**src/rtl/regfile_pkg.sv**
```systemverilog
// Shared defaults and packed-port slicing helper for the register file,
// decode and writeback.
package regfile_pkg;

  localparam int DEF_DATA_W = 32;
  localparam int DEF_ADDR_W = 5;
  localparam int DEF_NUM_RD = 2;

  // Low bit index of port `port` inside a packed bus of `width`-bit fields.
  function automatic int unsigned port_lo(input int unsigned port, input int unsigned width);
    return port * width;
  endfunction

endpackage

```
**src/rtl/regfile_scoreboard.sv**
```systemverilog
// Pending-write scoreboard: one busy bit per register plus an incrementally
// maintained population count.
module regfile_scoreboard #(
  parameter int ADDR_W   = 5,
  parameter int ZERO_REG = 1
) (
  input  logic                     clk,
  input  logic                     reset_n,
  input  logic                     wr_en,
  input  logic [ADDR_W-1:0]        wr_addr,
  input  logic                     claim_en,
  input  logic [ADDR_W-1:0]        claim_addr,
  output logic [(1<<ADDR_W)-1:0]   busy_o,
  output logic [ADDR_W:0]          cnt_o
);

  localparam int DEPTH = 1 << ADDR_W;
  localparam bit ZR    = (ZERO_REG != 0);

  logic [DEPTH-1:0] busy_q, busy_d;
  logic [ADDR_W:0]  cnt_q, cnt_d;
  logic             claim_ok, wr_ok, inc, dec;

  assign claim_ok = claim_en && !(ZR && (claim_addr == '0));
  assign wr_ok    = wr_en    && !(ZR && (wr_addr == '0));

  // A same-cycle claim overrides the retiring write: the new producer owns the reg.
  always_comb begin
    busy_d = busy_q;
    if (wr_ok)    busy_d[wr_addr]    = 1'b0;
    if (claim_ok) busy_d[claim_addr] = 1'b1;
  end

  assign inc = claim_ok && !busy_q[claim_addr];
  assign dec = wr_ok && busy_q[wr_addr] && !(claim_ok && (claim_addr == wr_addr));

  always_comb begin
    cnt_d = cnt_q + (ADDR_W+1)'(inc) - (ADDR_W+1)'(dec);
  end

  always_ff @(posedge clk or negedge reset_n) begin
    if (!reset_n) begin
      busy_q <= '0;
      cnt_q  <= '0;
    end else begin
      busy_q <= busy_d;
      cnt_q  <= cnt_d;
    end
  end

  assign busy_o = busy_q;
  assign cnt_o  = cnt_q;

endmodule

```
**src/rtl/regfile_scb.sv**
```systemverilog
// Multi-read-port register file with write-through bypass, optional zero
// register and an integrated pending-write scoreboard.
module regfile_scb
  import regfile_pkg::*;
#(
  parameter int DATA_W   = DEF_DATA_W,
  parameter int ADDR_W   = DEF_ADDR_W,
  parameter int NUM_RD   = DEF_NUM_RD,
  parameter int ZERO_REG = 1,
  parameter int BYPASS   = 1
) (
  input  logic                     clk,
  input  logic                     reset_n,
  input  logic                     wr_en,
  input  logic [ADDR_W-1:0]        wr_addr,
  input  logic [DATA_W-1:0]        wr_data,
  input  logic                     claim_en,
  input  logic [ADDR_W-1:0]        claim_addr,
  input  logic [NUM_RD*ADDR_W-1:0] rd_addr,
  output logic [NUM_RD*DATA_W-1:0] rd_data,
  output logic [NUM_RD-1:0]        rd_busy,
  output logic [ADDR_W:0]          busy_cnt
);

  localparam int DEPTH = 1 << ADDR_W;
  localparam bit ZR    = (ZERO_REG != 0);
  localparam bit BYP   = (BYPASS != 0);

  logic [DATA_W-1:0] mem_q [DEPTH];
  logic [DEPTH-1:0]  busy_vec;
  logic [ADDR_W:0]   cnt;

  regfile_scoreboard #(
    .ADDR_W   (ADDR_W),
    .ZERO_REG (ZERO_REG)
  ) u_scb (
    .clk        (clk),
    .reset_n    (reset_n),
    .wr_en      (wr_en),
    .wr_addr    (wr_addr),
    .claim_en   (claim_en),
    .claim_addr (claim_addr),
    .busy_o     (busy_vec),
    .cnt_o      (cnt)
  );

  for (genvar gi = 0; gi < DEPTH; gi++) begin : g_reg
    localparam bit WRITABLE = !(ZR && (gi == 0));
    always_ff @(posedge clk or negedge reset_n) begin
      if (!reset_n) begin
        mem_q[gi] <= '0;
      end else if (WRITABLE && wr_en && (wr_addr == ADDR_W'(gi))) begin
        mem_q[gi] <= wr_data;
      end
    end
  end

  for (genvar gi = 0; gi < NUM_RD; gi++) begin : g_rd
    logic [ADDR_W-1:0] ra;
    logic              is_zero, hit;
    logic [DATA_W-1:0] data;
    logic              busy;

    assign ra      = rd_addr[port_lo(gi, ADDR_W) +: ADDR_W];
    assign is_zero = ZR && (ra == '0);
    assign hit     = BYP && wr_en && (wr_addr == ra) && !is_zero;

    // Outputs are forced to 0 while reset is held so in-flight traffic cannot leak through.
    always_comb begin
      data = mem_q[ra];
      busy = busy_vec[ra];
      if (hit) begin
        data = wr_data;
        busy = 1'b0;
      end
      if (is_zero || !reset_n) begin
        data = '0;
        busy = 1'b0;
      end
    end

    assign rd_data[port_lo(gi, DATA_W) +: DATA_W] = data;
    assign rd_busy[gi] = busy;
  end

  assign busy_cnt = reset_n ? cnt : '0;

endmodule

```
**config.mk**
```make
export PLATFORM = sky130hd
export DESIGN_NAME = regfile_scb
export DESIGN_NICKNAME = d
export VERILOG_FILES = /design/src/rtl/regfile_pkg.sv /design/src/rtl/regfile_scoreboard.sv /design/src/rtl/regfile_scb.sv
export SDC_FILE = /design/constraint.sdc
export NUM_CORES = 2
export LEC_CHECK = 0
export CORE_ASPECT_RATIO = 1.1
export CORE_UTILIZATION = 45
export CTS_CLUSTER_DIAMETER = 150
export DETAILED_ROUTE_END_ITERATION = 8
export SLEW_MARGIN = 10
export SYNTH_ARGS = -nofsm -noshare
export SYNTH_HDL_FRONTEND = slang
export SYNTH_SLANG_ARGS = --single-unit
```
**constraint.sdc**
```tcl
create_clock -name clk -period 3.3 [get_ports clk]
set_clock_uncertainty 0.2 [all_clocks]
set_input_delay 0.66 -clock clk [delete_from_list [all_inputs] [get_ports clk]]
set_output_delay 0.66 -clock clk [all_outputs]
set_load 0.005 [all_outputs]
```
After elaboration in Yosys (flattened, before gate mapping)
Cells that the tools add are included.
{"block": "classes", "n_shift": 0, "addsub": 2, "n_mux": 29, "n_reduce_logical": 56, "div": 0, "n_bitwise": 5, "n_lt_le_gt_ge": 8, "mul": 0, "eq_ne": 34}
{"cell": "$bmux 32 s5", "count": 2}
{"cell": "$mux 32", "count": 10}
{"cell": "$eq 5x5->1 const B", "count": 16}
{"cell": "$logic_and 1x1->1", "count": 43}
{"cell": "$eq 5x4->1 const B", "count": 8}
{"cell": "$and 32x32->32", "count": 1}
{"cell": "$not 32->32", "count": 1}
{"cell": "$or 32x32->32", "count": 1}
{"cell": "$lt 5x6->1 const B", "count": 4}
{"cell": "$bmux 1 s5", "count": 4}
{"cell": "$eq 5x3->1 const B", "count": 4}
{"cell": "$logic_not 5->1", "count": 4}
{"cell": "$eq 5x5->1", "count": 3}
{"cell": "$ge 6x6->1 const B", "count": 2}
{"cell": "$not 5->6", "count": 2}
{"cell": "$demux 1 s5", "count": 2}
{"cell": "$eq 5x2->1 const B", "count": 2}
{"cell": "$ge 5x1->1 const B", "count": 2}
{"cell": "$mux 1", "count": 10}
{"cell": "$logic_not 1->1", "count": 7}
{"cell": "$add 6x1->6", "count": 1}
{"cell": "$mux 6", "count": 1}
{"cell": "$sub 6x1->6", "count": 1}
{"cell": "$eq 5x1->1 const B", "count": 1}
{"cell": "$logic_or 1x1->1", "count": 2}
{"block": "totals", "mem_bits_ro": 0, "mem_bits_rw": 0, "latch_bits": 0, "inputBits": 56, "output_inout_bits": 72, "elab_cells": 167, "reg_bits": 1030, "n_memories": 0}

Depth between registers and ports, before layout
{"block": "depth", "depth_word": 9, "mapped_depth": 16, "mapped_depth_nobuf": 14}

Modules after synthesis
From an unflattened synthesis, not the netlist that was laid out.
{"block": "hier_totals", "cells_unflattened": 4086, "hier_area_um2": 57194.9}
{"mod": "regfile_scb", "n_inst": 1, "cells_per_inst": 3862, "area_per_inst_um2": 54903.9, "seq_area_each_um2": 24823.8}
{"mod": "regfile_scoreboard", "n_inst": 1, "cells_per_inst": 224, "area_per_inst_um2": 2290.9, "seq_area_each_um2": 950.9}

Least setup slack after synthesis
No wires, ideal clock.
{"block": "synth_path", "path_kind": "in2reg", "from": "input port wr_addr[1]", "to": "register u_scb.cnt_q[4], in the netlist u_scb.cnt_o[4]", "required_ps": 2977, "cell_stages": 15, "setup_time_ps": 123, "t_arrival_ps": 3400, "setup_slack_ps": -423, "path_buffers": 2, "cell_sequence": "buf_2 -> buf_1 -> mux4_2 -> mux4_2 -> mux2i_1 -> nor3_1 -> ha_1 -> inv_1 -> ha_1 -> inv_1 -> fa_1 -> inv_1 -> a21o_1 -> a21oi_1 -> xnor2_1"}
{"block": "synth_via", "elab_chain_len": 6, "elab_cells_between_ends": 11, "classes_between": "add/sub: 1; eq/ne: 1; mux: 2; reduce/logical: 7"}
{"element": "from (decl)", "line": "regfile_scb.sv:15", "text": "input logic [ADDR_W-1:0] wr_addr,"}
{"element": "parallel branches: the longest is 4 deep, another holds $bmux 1 s5"}
{"element": "$logic_and 1x1->1 *", "line": "regfile_scoreboard.sv:35", "text": "assign dec = wr_ok && busy_q[wr_addr] && !(claim_ok && (claim_addr == wr_addr));"}
{"element": "$sub 6x1->6 *", "line": "regfile_scoreboard.sv:38", "text": "cnt_d = cnt_q + (ADDR_W+1)'(inc) - (ADDR_W+1)'(dec);"}
{"element": "via u_scb.cnt_d[4]", "line": "regfile_scoreboard.sv:21", "text": "logic [ADDR_W:0] cnt_q, cnt_d;"}
{"element": "to (signal assigned)", "line": "regfile_scoreboard.sv:47", "text": "cnt_q <= cnt_d;"}
{"element": "to (decl)", "line": "regfile_scoreboard.sv:21"}
Mark *: on every way through the listed nets, which the timed path passes. The select of a mux whose other input is x is not followed.
A chain may end at the register's enable or synchronous reset.

Worst setup path in the final report
{"block": "layout_path", "from": "register u_scb.busy_q[2], in the netlist u_scb.busy_o[2]", "to": "output port rd_busy[1]"}
{"block": "layout_via", "elab_chain_len": 4}
{"element": "from (decl)", "line": "regfile_scoreboard.sv:20", "text": "logic [DEPTH-1:0] busy_q, busy_d;"}
{"element": "from (signal assigned)", "line": "regfile_scoreboard.sv:46", "text": "busy_q <= busy_d;"}
{"element": "$bmux 1 s5", "line": "regfile_scb.sv:71", "text": "busy = busy_vec[ra];"}
{"element": "$mux 1 (implied by the code)", "line": "regfile_scb.sv:71"}
{"element": "$mux 1", "line": "regfile_scb.sv:72", "text": "if (hit) begin"}
{"element": "$mux 1", "line": "regfile_scb.sv:76", "text": "if (is_zero || !reset_n) begin"}
{"element": "to (decl)", "line": "regfile_scb.sv:21", "text": "output logic [NUM_RD-1:0] rd_busy,"}
Every way passes these cells. The select of a mux whose other input is x is not followed.

==> summary.txt <==
GRT
  • Total track usage: 0.326
  • Remaining Overflow, GRT: 0
  • Pin count of the biggest net entering global routing: 172
  • Vias in the first global route: roughly 43k
  • Global-route wire length before repair: 304 mm
  • Initial antenna violation count: 2

Power and ir drop
  • PnR Total Power: just over 40 mW
  • Power per cell area: between 500 and 600 mW/mm²
  • Static power due to leakage: 32.2 nW
  • Max IR drop VDD: 0.000506 V

Clocking
  • Sink Count: roughly 1.0k
  • Clock tree from TritonCTS: yes
  • Root buffer cell: sky130_fd_sc_hd__clkbuf_16
  • H-tree depth: 3
  • Clock Path Buffers: 3
  • Num CTS Buffers: approximately 110
  • Clock latency on the worst-skew pair: 770 ps
  • Clock Pin Slew Worst Setup and Hold Paths: 60 ps

Yosys
  • Number of enable-type register cells in the synthesized netlist: 0
  • Top area cells in the synthesized netlist: sky130_fd_sc_hd__dfrtp_1 (45%), sky130_fd_sc_hd__mux2_2 (23%), sky130_fd_sc_hd__mux4_2 (16%), sky130_fd_sc_hd__mux2i_1 (2.3%), sky130_fd_sc_hd__buf_2 (1.2%)
  • Proportion of synthesized flip-flops having asynchronous set or reset: 1.00
  • Proportion of synthesized chip area in sequential cells: 0.450
  • Netlist area before placement: around 0.057 mm²
  • Share of the synthesized area in the top cell type: 0.450
  • Count of distinct cell types in the synthesized netlist: 62
  • Synth area leader: sky130_fd_sc_hd__dfrtp_1
  • Register bit total from synthesis: 1030
  • Number of nets produced by synthesis: 4122
  • Number of warnings issued by yosys: 32
  • Cell count after synthesis: just over 4k
  • Most used flip-flop cell after synthesis: sky130_fd_sc_hd__dfrtp_1
  • Average footprint of a synthesized cell: 14.1 µm²

Setup path
  • Most repeated library cell on the critical path: sky130_fd_sc_hd__mux4_2
  • Family with the most delay on the worst path: multiplexers
  • Critical path's slowest cell: sky130_fd_sc_hd__mux4_2
  • Critical setup path kind: reg -> out
  • Top fanout value on the critical path: 2
  • Category of the worst setup path capture point: output pin
  • Worst endpoint data arrival time: 2680 ps
  • Data required, critical path: around 2400 ps
  • Maximum single-stage delay on the critical path: around 510 ps
  • Cell breakdown of the critical path: buf_6 > mux4_2 > mux4_2 > o22ai_2 > nor3_2 > buf_2
  • Crit start category: flip-flop
  • Worst Path Buf+Inv: 2

STA
  • Final WS setup: -242 ps
  • Sum Neg Setup Slack: -4870 ps
  • Top achievable clock speed: roughly 280 MHz
  • Setup repair after global routing missed its margin: yes
  • Final Slew Violations: 0
  • Post-layout minimum cycle time: 3540 ps
  • Hold Vio Cnt, Final: 0
  • Period utilisation layout: 1.07
  • Slew at the pin with the worst max-slew slack: ~1000 ps
  • Final setup fails: 54
  • Normalized max-slew margin: 0.328

Drt
  • DRC violation count after routing: 12
  • Aggregate routed wire length: 211 mm
  • Avg Vias per Cell: 6.49
  • Initial detailed-routing violation count: 3796
  • Final routed wire length divided by cell count: between 30 and 40 µm
  • First-pass iteration count of the detailed router: 8
  • Total via count in the routed design: 41.6k
  • Number of antenna-violating nets in the routed design: 0

Place
  • Global placer's final weighted congestion: 0.868
  • Number of I/O port buffers: 127
  • HPWL after detailed placement: 127 mm
  • Placed instance count: roughly 6k

Floorplan
  • Number of top-level design ports: 128
  • Total number of placement rows: 136
  • Die area: between 0.1 and 0.15 mm²
  • Die H: 376 µm
  • Initial standard-cell utilization of the core: 0.456
  • Horizontal die dimension: ~340 µm
  • Placeable Area: 0.126 mm²

Layout
  • Most common library cell in the layout ignoring fill and taps: sky130_fd_sc_hd__mux2_2
  • Number of antenna repair diodes: 0
  • Layout Cells excl Fill: 6401
  • Total of fill cells in the finished design: 9738
  • Share of final-layout standard cells stronger than drive strength 1: 0.629
  • Final core occ: 0.590
  • Net total in the final layout: between 4k and 5k
  • Commonest cells after routing, fill and taps aside: sky130_fd_sc_hd__mux2_2 (1158), sky130_fd_sc_hd__dfrtp_1 (1026), sky130_fd_sc_hd__buf_4 (449)
  • Area of the multi-input gates: 0.0315 mm²
  • Area taken by flip-flops and latches: 0.0258 mm²
  • Relative area change from synthesis to final layout: 29.5%

Status
  • Outcome: complete, but fails checks
  • Violations in the final reports: design-rule violations, negative setup slack

Job
  • Max Cap Violations: 0

Worst hold path
  • Path type of the worst min-delay path: in -> async
report_power, final:
group / total [mW] / internal (mW) / leakage (nW) / switching (mW)
sequential: 17.0 / 15.2 / 13.1 / 1.87
clock: 13.8 / 8.18 / 1.96 / 5.60
combinational: 10.3 / 6.17 / 17.1 / 4.17
kinds of logic (layout without fill, tap and decap cells):
| family | Yosys count | after routing | synth area share |
|---|---|---|---|
| muxes | 1708 | 1708 | 0.414 |
| xor gates and xnor gates | 20 | 20 | 0.00306 |
| adders and majority gates | 7 | 7 | 0.00166 |
| AOI/OAI and AO/OA | 453 | 453 | 0.0548 |
| and+or+nand+nor | 388 | 388 | 0.0331 |
| DFF | 1030 | 1030 | 0.450 |
| buffers and inverters | 453 | 1139 | 0.0431 |
cell type report:
class	instances	share of cell area
multi-input combinational	2576	0.426
clock inverter	47	0.0102
sequential	1030	0.348
timing repair buffer	909	0.144
clock buffer	165	0.0439
inverter	18	0.000912
tap	1656	0.0280
state kept, by name, indices dropped and copies added, names as in the netlist:
register      flops
mem_q           992
u_scb.cnt_o       6
u_scb.busy_o     32
what timing repair did:
item                       in CTS  in global routing
hold endpoints to repair      198                  0
setup endpoints to repair      67                 75
resized for setup             716                285
pin swaps                     129                148
hold buffers                    1                  0
cloned                         27                 11
setup buffers                 167                105
per-layer routing:
| layer | GRT usage | share of wire | wire [µm] |
|---|---|---|---|
| met2 | 0.527 | 0.48 | 101000 |
| met1 | 0.426 | 0.39 | 82200 |
| met4 | 0.158 | 0.054 | 11300 |
| met5 | 0 | 0 | 0 |
| met3 | 0.0566 | 0.078 | 16400 |
per-stage QoR:
step | instance area [µm²] | hold WS (ps) | worst slack, ps
final | 74100 | 322 | -242
after global routing | 74100 | 335 | -274
after CTS | 72200 | 323 | -259
after detailed placement | 64300 | 265 | -942
after global placement | 64300 | 288 | -1020
after floorplan | 57300 | 164 | -194
cells in the mapped netlist (3+ instances only):
master / n
sky130_fd_sc_hd__and2_1: 7
sky130_fd_sc_hd__nand3_1: 22
sky130_fd_sc_hd__inv_1: 18
sky130_fd_sc_hd__mux4_2: 399
sky130_fd_sc_hd__buf_2: 142
sky130_fd_sc_hd__nor3b_2: 5
sky130_fd_sc_hd__a22o_1: 9
sky130_fd_sc_hd__o21bai_1: 19
sky130_fd_sc_hd__a2111o_1: 30
sky130_fd_sc_hd__nor3b_1: 4
sky130_fd_sc_hd__buf_6: 26
sky130_fd_sc_hd__clkbuf_1: 165
sky130_fd_sc_hd__xnor2_1: 10
sky130_fd_sc_hd__nand2b_1: 8
sky130_fd_sc_hd__nor2_1: 159
sky130_fd_sc_hd__nor2b_1: 8
sky130_fd_sc_hd__buf_1: 18
sky130_fd_sc_hd__a21oi_1: 22
sky130_fd_sc_hd__ha_1: 6
sky130_fd_sc_hd__mux4_1: 8
sky130_fd_sc_hd__buf_12: 5
sky130_fd_sc_hd__a31oi_1: 31
sky130_fd_sc_hd__o21ai_0: 111
sky130_fd_sc_hd__o22ai_1: 94
sky130_fd_sc_hd__mux2i_1: 131
sky130_fd_sc_hd__nor3_1: 53
sky130_fd_sc_hd__or3_1: 20
sky130_fd_sc_hd__nor3_2: 4
sky130_fd_sc_hd__xor2_1: 10
sky130_fd_sc_hd__mux2_2: 1169
sky130_fd_sc_hd__a22oi_1: 32
sky130_fd_sc_hd__nor4_1: 19
sky130_fd_sc_hd__dfrtp_1: 1030
sky130_fd_sc_hd__a211oi_1: 32
sky130_fd_sc_hd__a221oi_1: 63
sky130_fd_sc_hd__nand4b_1: 3
sky130_fd_sc_hd__nand3b_1: 4
sky130_fd_sc_hd__buf_4: 77
sky130_fd_sc_hd__nand2_1: 57
worst min-delay path: stages:
cell and delay, ps:
sky130_fd_sc_hd__buf_8 100, sky130_fd_sc_hd__dlymetal6s4s_1 540, sky130_fd_sc_hd__buf_6 370
worst paths after layout:
| check | start | depth (start not counted) | end | slack [ps] |
|---|---|---|---|---|
| setup / recovery | u_scb.busy_o[2]$_DFF_PN0_ | 6 | rd_busy[1] | -240 |
| hold / removal | reset_n | 3 | mem_q[893]$_DFFE_PN0P_ | 320 |
| setup reg to reg | u_scb.busy_o[3]$_DFF_PN0_ | 15 | u_scb.cnt_o[4]$_DFF_PN0_ | -80 |
| hold reg to reg | mem_q[101]$_DFFE_PN0P_ | 1 | mem_q[101]$_DFFE_PN0P_ | 320 |
| max in group asynchronous | reset_n | 5 | mem_q[208]$_DFFE_PN0P_ | 660 |
| min in group clk | mem_q[101]$_DFFE_PN0P_ | 1 | mem_q[101]$_DFFE_PN0P_ | 320 |
No activity file was read; power rests on OpenSTA's default activity.
